--- src/rtl/jeopardy_pkg.sv ---
// Shared types and helpers for the Jeopardy board timing blocks.
//   timer_state_t : answer-timer state encoding (IDLE, RUN, EXPIRED)
//   bcd_t         : one BCD digit, drives a hex-to-seven-segment decoder
//   bcd_pair_t    : tens/ones digit pair
//   to_bcd()      : 0..99 -> tens/ones pair
//   cnt_width()   : register width for a 0..hz-1 down-counter
package jeopardy_pkg;

    typedef enum logic [1:0] {
        IDLE    = 2'd0,
        RUN     = 2'd1,
        EXPIRED = 2'd2
    } timer_state_t;

    typedef logic [3:0] bcd_t;

    typedef struct packed {
        bcd_t tens;
        bcd_t ones;
    } bcd_pair_t;

    function automatic bcd_pair_t to_bcd(input int unsigned value);
        bcd_pair_t pair;
        pair.tens = bcd_t'((value / 10) % 10);
        pair.ones = bcd_t'(value % 10);
        return pair;
    endfunction

    function automatic int cnt_width(input int hz);
        return (hz > 2) ? $clog2(hz) : 1;
    endfunction

endpackage

--- src/rtl/sec_prescaler.sv ---
// One-second prescaler: down-counter from CLK_HZ-1 to 0.
//   clk, resetn  : system clock, async active-low reset (count resets to CLK_HZ-1)
//   i_reload     : reload CLK_HZ-1 (wins over i_en)
//   i_en         : count down this cycle
//   o_tick       : high in the enabled cycle where the count is 0 (count reloads)
//   o_cnt_nxt    : count value after the next edge; only present when
//                  BUZZ_TIMER_WARN_EN is defined (feeds the warning blink)
module sec_prescaler
    import jeopardy_pkg::*;
#(
    parameter int CLK_HZ = 50_000_000
) (
    input  logic clk,
    input  logic resetn,
    input  logic i_reload,
    input  logic i_en,
    output logic o_tick
`ifdef BUZZ_TIMER_WARN_EN
    ,
    output logic [cnt_width(CLK_HZ)-1:0] o_cnt_nxt
`endif
);

    localparam int CW = cnt_width(CLK_HZ);
    localparam logic [CW-1:0] RELOAD = CW'(CLK_HZ - 1);

    logic [CW-1:0] r_cnt;
    logic [CW-1:0] w_cnt_nxt;
    logic          w_zero;

    assign w_zero = (r_cnt == '0);

    always_comb begin
        w_cnt_nxt = r_cnt;
        if (i_reload) begin
            w_cnt_nxt = RELOAD;
        end else if (i_en) begin
            w_cnt_nxt = w_zero ? RELOAD : (r_cnt - 1'b1);
        end
    end

    always_ff @(posedge clk or negedge resetn) begin
        if (!resetn) begin
            r_cnt <= RELOAD;
        end else begin
            r_cnt <= w_cnt_nxt;
        end
    end

    assign o_tick = i_en & ~i_reload & w_zero;

`ifdef BUZZ_TIMER_WARN_EN
    assign o_cnt_nxt = w_cnt_nxt;
`endif

endmodule

--- src/rtl/buzz_timer.sv ---
// Answer-countdown timer: counts whole seconds down from START_SEC and shows
// the remaining time as two registered BCD digits.
//   clk, resetn : system clock, async active-low reset
//   start       : pulse, reload START_SEC and run (any state)
//   hold        : level, freeze the countdown while in RUN
//   clear       : pulse, stop and show 00 (highest priority)
//   tens, ones  : BCD digits 0..9
//   running     : high in RUN (also while held)
//   done        : one-cycle pulse after the count reaches 00
//   expired     : high in EXPIRED
//   warn        : blinking low-time indicator; built only when the macro
//                 BUZZ_TIMER_WARN_EN is defined, otherwise tied to 0
//
// state   | meaning
// IDLE    | reset/cleared, digits 00
// RUN     | counting down (frozen while hold is high)
// EXPIRED | reached 00, digits frozen until start or clear
module buzz_timer
    import jeopardy_pkg::*;
#(
    parameter int CLK_HZ    = 50_000_000,
    parameter int START_SEC = 10,
    parameter int WARN_SEC  = 3
) (
    input  logic       clk,
    input  logic       resetn,
    input  logic       start,
    input  logic       hold,
    input  logic       clear,
    output logic [3:0] tens,
    output logic [3:0] ones,
    output logic       running,
    output logic       done,
    output logic       expired,
    output logic       warn
);

    if (CLK_HZ < 2) begin : g_bad_clk_hz
        $error("buzz_timer: CLK_HZ must be at least 2");
    end
    if (START_SEC < 1 || START_SEC > 99) begin : g_bad_start_sec
        $error("buzz_timer: START_SEC must be in 1..99");
    end
    if (WARN_SEC < 0 || WARN_SEC > 99) begin : g_bad_warn_sec
        $error("buzz_timer: WARN_SEC must be in 0..99");
    end

    localparam bcd_pair_t START_BCD = to_bcd(START_SEC);

    timer_state_t r_state;
    timer_state_t w_state_nxt;
    bcd_t         r_tens;
    bcd_t         r_ones;
    bcd_t         w_tens_nxt;
    bcd_t         w_ones_nxt;
    logic         r_done;
    logic         w_done_nxt;
    logic         w_reload;
    logic         w_en;
    logic         w_tick;

    // Prescaler control kept outside the FSM process so the tick feedback
    // does not form a loop through one combinational block.
    assign w_reload = clear | start;
    assign w_en     = (r_state == RUN) & ~hold & ~clear & ~start;

`ifdef BUZZ_TIMER_WARN_EN
    localparam int CW = cnt_width(CLK_HZ);
    logic [CW-1:0] w_cnt_nxt;
`endif

    sec_prescaler #(
        .CLK_HZ(CLK_HZ)
    ) u_prescaler (
        .clk      (clk),
        .resetn   (resetn),
        .i_reload (w_reload),
        .i_en     (w_en),
        .o_tick   (w_tick)
`ifdef BUZZ_TIMER_WARN_EN
        ,
        .o_cnt_nxt(w_cnt_nxt)
`endif
    );

    always_comb begin
        w_state_nxt = r_state;
        w_tens_nxt  = r_tens;
        w_ones_nxt  = r_ones;
        w_done_nxt  = 1'b0;
        if (clear) begin
            w_state_nxt = IDLE;
            w_tens_nxt  = '0;
            w_ones_nxt  = '0;
        end else if (start) begin
            w_state_nxt = RUN;
            w_tens_nxt  = START_BCD.tens;
            w_ones_nxt  = START_BCD.ones;
        end else begin
            case (r_state)
                RUN: begin
                    if (w_tick) begin
                        if (r_ones == 4'd0) begin
                            w_ones_nxt = 4'd9;
                            w_tens_nxt = r_tens - 4'd1;
                        end else begin
                            w_ones_nxt = r_ones - 4'd1;
                        end
                        // Only 01 can step to 00, so the count never wraps.
                        if (r_tens == 4'd0 && r_ones == 4'd1) begin
                            w_state_nxt = EXPIRED;
                            w_done_nxt  = 1'b1;
                        end
                    end
                end
                default: ;
            endcase
        end
    end

    always_ff @(posedge clk or negedge resetn) begin
        if (!resetn) begin
            r_state <= IDLE;
            r_tens  <= '0;
            r_ones  <= '0;
            r_done  <= 1'b0;
        end else begin
            r_state <= w_state_nxt;
            r_tens  <= w_tens_nxt;
            r_ones  <= w_ones_nxt;
            r_done  <= w_done_nxt;
        end
    end

    assign tens    = r_tens;
    assign ones    = r_ones;
    assign running = (r_state == RUN);
    assign expired = (r_state == EXPIRED);
    assign done    = r_done;

`ifdef BUZZ_TIMER_WARN_EN
    // Evaluated on next-cycle values so the registered blink lines up with
    // the digits: on for the first half of each displayed second.
    logic [6:0] w_secs_nxt;
    logic       w_held;
    logic       w_warn_nxt;
    logic       r_warn;

    assign w_secs_nxt = 7'(w_tens_nxt) * 7'd10 + 7'(w_ones_nxt);
    assign w_held     = (r_state == RUN) & hold & ~clear & ~start;
    assign w_warn_nxt = (w_state_nxt == RUN) & ~w_held
                      & (w_secs_nxt <= 7'(WARN_SEC))
                      & (w_cnt_nxt >= CW'(CLK_HZ / 2));

    always_ff @(posedge clk or negedge resetn) begin
        if (!resetn) begin
            r_warn <= 1'b0;
        end else begin
            r_warn <= w_warn_nxt;
        end
    end

    assign warn = r_warn;
`else
    assign warn = 1'b0;
`endif

endmodule
--- config.mk ---
export PLATFORM = sky130hd
export DESIGN_NAME = buzz_timer
export DESIGN_NICKNAME = d
export VERILOG_FILES = /design/src/rtl/jeopardy_pkg.sv /design/src/rtl/sec_prescaler.sv /design/src/rtl/buzz_timer.sv
export SDC_FILE = /design/constraint.sdc
export NUM_CORES = 1
export LEC_CHECK = 0
export CAP_MARGIN = 30
export CORE_MARGIN = 10
export CORE_UTILIZATION = 30
export DETAILED_ROUTE_END_ITERATION = 16
export HOLD_SLACK_MARGIN = 0.05
export PLACE_DENSITY = 0.56
export SYNTH_ARGS = -nofsm -noshare
export SYNTH_HDL_FRONTEND = slang
export SYNTH_SLANG_ARGS = --single-unit
--- constraint.sdc ---
create_clock -name clk -period 1.89 [get_ports clk]
set_input_delay 0.189 -clock clk [delete_from_list [all_inputs] [get_ports clk]]
set_output_delay 0.189 -clock clk [all_outputs]
set_load 0.05 [all_outputs]
# Yosys cells after proc, flatten, opt, wreduce, memory -nomap -nowiden
# Index checks and enable logic that the tools add are counted.
# op_classes
eq_ne	3
add_sub_neg	3
bitwise_logic	10
n_reduce_logical	12
n_mux	23
# op_table
op	count
$mux 26	3
$mux 4	10
$logic_not 26->1	1
$sub 26x1->26 const B	1
$reduce_bool 3->1	4
$mux 2	5
$logic_not 4->1	2
$sub 4x1->4 const B	2
$reduce_and 3->1	2
$and 1x1->1	5
$mux 1	5
$eq 4x1->1 const B	1
$not 1->1	4
$eq 2x1->1 const B	1
$eq 2x2->1 const B	1
$reduce_and 2->1	1
$reduce_bool 2->1	1
$logic_and 1x1->1	1
$or 1x1->1	1
# totals
input_bits	5
wordCells	56
reg_bits	37

# Depth between registers and ports, before layout
# depth
word_depth	10
depth_mapped	9

# Cells and area by module
# Synthesis repeated with hierarchy kept, for this count alone.
# unflattened
hier_cells	246
area_unflattened_um2	2238.4
# by_module_without_submodules
mod	instances	area_each_um2	cells_each
sec_prescaler	1	1646.6	184
buzz_timer	1	591.8	62

# Worst setup path after synthesis
# Ideal clock, no wire load.
# synth_timing
path_type	register to register
from	register r_ones[0], in the netlist ones[0]
to	register r_tens[3], in the netlist tens[3]
path_stages_with_launch	8
arrival_ns	1.974
period_less_slack_ns	2.105
path_slack_ns	-0.215
path_buffers	0
path_cell_list	dfrtp_1 > inv_1 > ha_1 > nor3b_1 > and4b_1 > nand4_1 > xor2_1 > nor2_1
# synth_via
elab_chain_len	3
# synth_lines
element	line	text
from (decl)	buzz_timer.sv:53	bcd_t r_ones;
from (signal assigned)	buzz_timer.sv:130	r_ones <= w_ones_nxt;
$logic_not 4->1	buzz_timer.sv:103	if (r_ones == 4'd0) begin
$reduce_bool 3->1 (no source line)	--	
$reduce_and 3->1 (no source line)	--	
to (signal assigned)	buzz_timer.sv:129	r_tens <= w_tens_nxt;
to (decl)	buzz_timer.sv:52	bcd_t r_tens;
# No other way between the ends.
# A chain may end at the register's enable or synchronous reset.

# Worst setup path after layout
# layout_timing
from	register u_prescaler.r_cnt[0]
to	register u_prescaler.r_cnt[10]
# layout_via
elab_chain_len	4
# layout_lines
element	line	text
from (decl)	sec_prescaler.sv:27	logic [CW-1:0] r_cnt;
from (signal assigned)	sec_prescaler.sv:46	r_cnt <= w_cnt_nxt;
$sub 26x1->26 or $logic_not 26->1 (tied branches)	sec_prescaler.sv:38, sec_prescaler.sv:31	
$mux 26 *	sec_prescaler.sv:38	w_cnt_nxt = w_zero ? RELOAD : (r_cnt - 1'b1);
$mux 26 *	sec_prescaler.sv:37	end else if (i_en) begin
$mux 26 *	sec_prescaler.sv:35	if (i_reload) begin
# Every way passes the cells marked *; elsewhere a longest branch is shown, timed or not. The select of a mux whose other input is x is not followed.

==> results by group <==
Floorplanning
  – Num rows: 30
  – Die ar.: approximately 11000 sq um
  – Num ports: 17
  – Core area: between 6000 and 7000 sq um
  – Die width: 105 microns
  – Initial Utilization: about 31%
  – Die H: approximately 100 microns

Critical path
  – Crit Path Class: reg -> reg
  – Worst path cell trace: inv_2 -> ha_4 -> or2b_4 -> or4_4 -> or3_4 -> nor4_2 -> a31o_1
  – Critical Path RT: about 2.1 ns
  – CP Launch Point: u_prescaler.r_cnt[0]
  – RR Startpoint: u_prescaler.r_cnt[0]
  – Crit start category: flip-flop
  – Crit-path max FO: 3
  – Reg-to-reg slack, setup: -0.14 ns
  – Critical path capture point type: flip-flop
  – Worst reg-to-reg path cell count: 7
  – CP max stage delay: roughly 0.48 ns
  – Reg-to-reg endpoint: u_prescaler.r_cnt[10]
  – CP Data Arrival Time: about 2.3 ns
  – Slowest cell on the critical path: or4_4

Detailed routing
  – Vias: roughly 1900
  – WL/cell: approximately 15 microns
  – Initial DRC count: 68
  – Drt pass-1 iters: 4
  – Routed Antenna Nets: 0
  – Final wirelength: slightly below 6000 microns
  – Via density: a little under 5
  – DRC: 0

STA
  – Skew final: ~0.011 ns
  – Final setup margin: -0.139 ns
  – Max-slew violation count: 0
  – Post-route setup TNS: -1.90 ns
  – Fin. Hold Viols: 0
  – RSZ-0062 raised after global routing: yes
  – Final min period: 2.03 ns
  – Max Freq: between 400 and 500 MHz
  – Max-slew headroom: between 50 and 60%
  – Finish-stage setup viols: 29
  – Fin crit share: 107%
  – Worst Tran Pin Value: 0.690 ns

Cells and area
  – Commonest non-fill, non-tap cells in the layout: buf_4, nand2_1, dfrtp_1, nor2_1, dfstp_2
  – Commonest non-fill, non-tap cell in the layout: buf_4
  – # diodes: 0
  – Share of layout cells above drive strength 1: between 40% and 50%
  – Filler instances: 660
  – P&R area growth vs syn: 46.5%
  – Nets@finish: between 300 and 400

Pwr
  – Combinational group share of total power: ~8.0%
  – Clock power frac: 38.2%
  – PD cells: 472 nW/um^2
  – Seq pwr share: between 50% and 60%
  – IR drop worst, VDD: around 350 uV
  – Total power: roughly 0.0015 W
  – Net Sw Frac: a little over a quarter
  – Internal Dissipation: 0.00109 W
  – Static Leak: roughly 1.3 nW
  – Switching Power: around 0.00039 W

Clock network
  – CTS clock-pin slew for the worst setup and hold paths: around 0.080 ns
  – CTS tree: yes
  – CTS Sinks: 37
  – Clock buffer depth: 2
  – Clock Latency Late Sink: ~0.3 ns
  – H-tree levels: 2
  – CTS Buf Count: 5
  – Clk root buf: clkbuf_8

Global routing
  – Wire length of the first global-routing pass: ~9700 microns
  – GR met2 Demand/Resource: 16.5%
  – Routing usage on met1: between 10% and 20%
  – Initial antenna violation count: 0
  – Largest net degree at the start of global routing: 30
  – Overall Global Routing Usage: 10.5%
  – Layer with the highest usage: met2
  – Total gr overflow: 0
  – Vias in the first global route: 1956
  – Grt met3 use: under 10%

Synthesis
  – Synth Warn #: 0
  – Synthesized net count: 234
  – Syn Area/Cell: 9.65 sq um
  – Ranking of synthesized cells by area: dfrtp_1, dfstp_2, xor2_1
  – Post-Synthesis Cells: between 200 and 250
  – Cell accounting for the most synthesized area: dfrtp_1
  – Synth Register Bits: 37
  – Sequential cell area fraction in the yosys report: about 44%
  – Post-synth top area share: approximately 22%
  – Mapped cell area: 2150 sq um
  – Synth Flop Type: dfrtp_1
  – Yosys cell types: roughly 50
  – Post-synth ARST share: 100%
  – Post-synth EDFFs: 0

Outcome
  – Outcome: complete, but fails checks
  – Violated checks: setup timing

Placement
  – GP Congestion: approximately 0.80
  – I/O Buffers: 15
  – Final HPWL DP: a little under 4000 microns

Hold path
  – Hold Crit Class: in -> async

Flow run
  – # Max-Cap Violations: 0
-- power by group through the flow --
stage | combinational, W | sequential [W] | clock (W)
finish | 0.000119 | 0.000800 | 0.000568
detailed placement | 0.000112 | 0.000814 | 0
global route | 0.000131 | 0.000801 | 0.000618
floorplan | 0.0000468 | 0.000820 | 0
CTS | 0.000118 | 0.000800 | 0.000585
global placement | 0.000110 | 0.000814 | 0
-- worst max-delay path: cells and delay by family (launching register included) --
kind,cells,cell delay (ns)
simple gates,4,1.24
fa+ha+maj,1,0.12
flops,1,0.38
compound gates,1,0.15
buf+inv,1,0.07
-- registers in the layout, indices dropped and copies added (netlist names) --
register	cells
done	1
ones	4
r_state	2
tens	4
u_prescaler.r_cnt	26
-- cells in the mapped netlist, drive strengths merged, types with 3 or more instances --
cell type	instances
a21oi	12
buf	8
clkbuf	3
dfrtp	19
dfstp	18
ha	6
inv	9
mux2i	4
nand2	27
nand3	7
nand4	4
nand4b	6
nor2	22
nor3	9
nor4	7
o21ai	5
or2	3
or3	7
or4	4
xnor2	3
xor2	13
-- worst max-delay path by stage --
| stage | end | slack (ns) | depth (start not counted) |
|---|---|---|---|
| global placement | u_prescaler.r_cnt[10] | -0.25 | 5 |
| global route | u_prescaler.r_cnt[10] | -0.24 | 7 |
| floorplan | ones[0] | -0.19 | 6 |
| CTS | u_prescaler.r_cnt[10] | -0.12 | 7 |
| finish | u_prescaler.r_cnt[10] | -0.14 | 7 |
| detailed placement | u_prescaler.r_cnt[6] | -0.29 | 7 |
-- logic make-up (layout without fill, tap and decap cells) --
| logic type | Yosys count | after routing | synth area share (%) |
|---|---|---|---|
| AO/OA/AOI/OAI | 26 | 26 | 7.27 |
| XOR/XNOR | 16 | 16 | 6.51 |
| adder cells (fa/ha/maj) | 6 | 6 | 3.49 |
| buffers and inverters | 20 | 99 | 4.53 |
| flip-flops | 37 | 37 | 44.1 |
| multiplexers | 5 | 5 | 2.38 |
| other | 1 | 1 | 0.174 |
| AND/OR/NAND/NOR | 112 | 112 | 31.6 |
-- layer usage --
layer  vias to the layer above  share of wire (%)
met5                         -                  0
li1                        936                  -
met1                       949                 48
met4                         0               0.58
met2                        27                 47
met3                         5                4.3
-- metrics by stage --
stage	util, %	instance area, sq um	instances	hold slack [ns]	setup slack, ns
final	45.9	3150	398	0.460	-0.139
after global routing	45.9	3150	398	0.510	-0.236
after CTS	44.2	3040	394	0.484	-0.118
after global placement	40.3	2770	375	0.275	-0.251
after detailed placement	40.3	2770	375	0.272	-0.288
after floorplan	-	2190	223	-0.107	-0.188
-- area by class of cell --
| type | instances | area (sq um) | area share (%) |
|---|---|---|---|
| multi-input combinational | 166 | 1270 | 40.4 |
| sequential | 37 | 948 | 30.1 |
| clock inverter | 3 | 17.5 | 0.556 |
| timing repair buffer | 82 | 689 | 21.9 |
| tap | 96 | 120 | 3.81 |
| clock buffer | 5 | 68.8 | 2.18 |
| inverter | 9 | 33.8 | 1.07 |
-- repair_timing --
action / CTS / global route
hold endpoints to repair: 19 / 0
setup endpoints to repair: 35 / 36
pin swaps: 27 / 19
resized for setup: 25 / 19
hold buffers: 1 / 0
setup buffers: 10 / 4
Note: power is estimated with default switching activity, not from simulation.
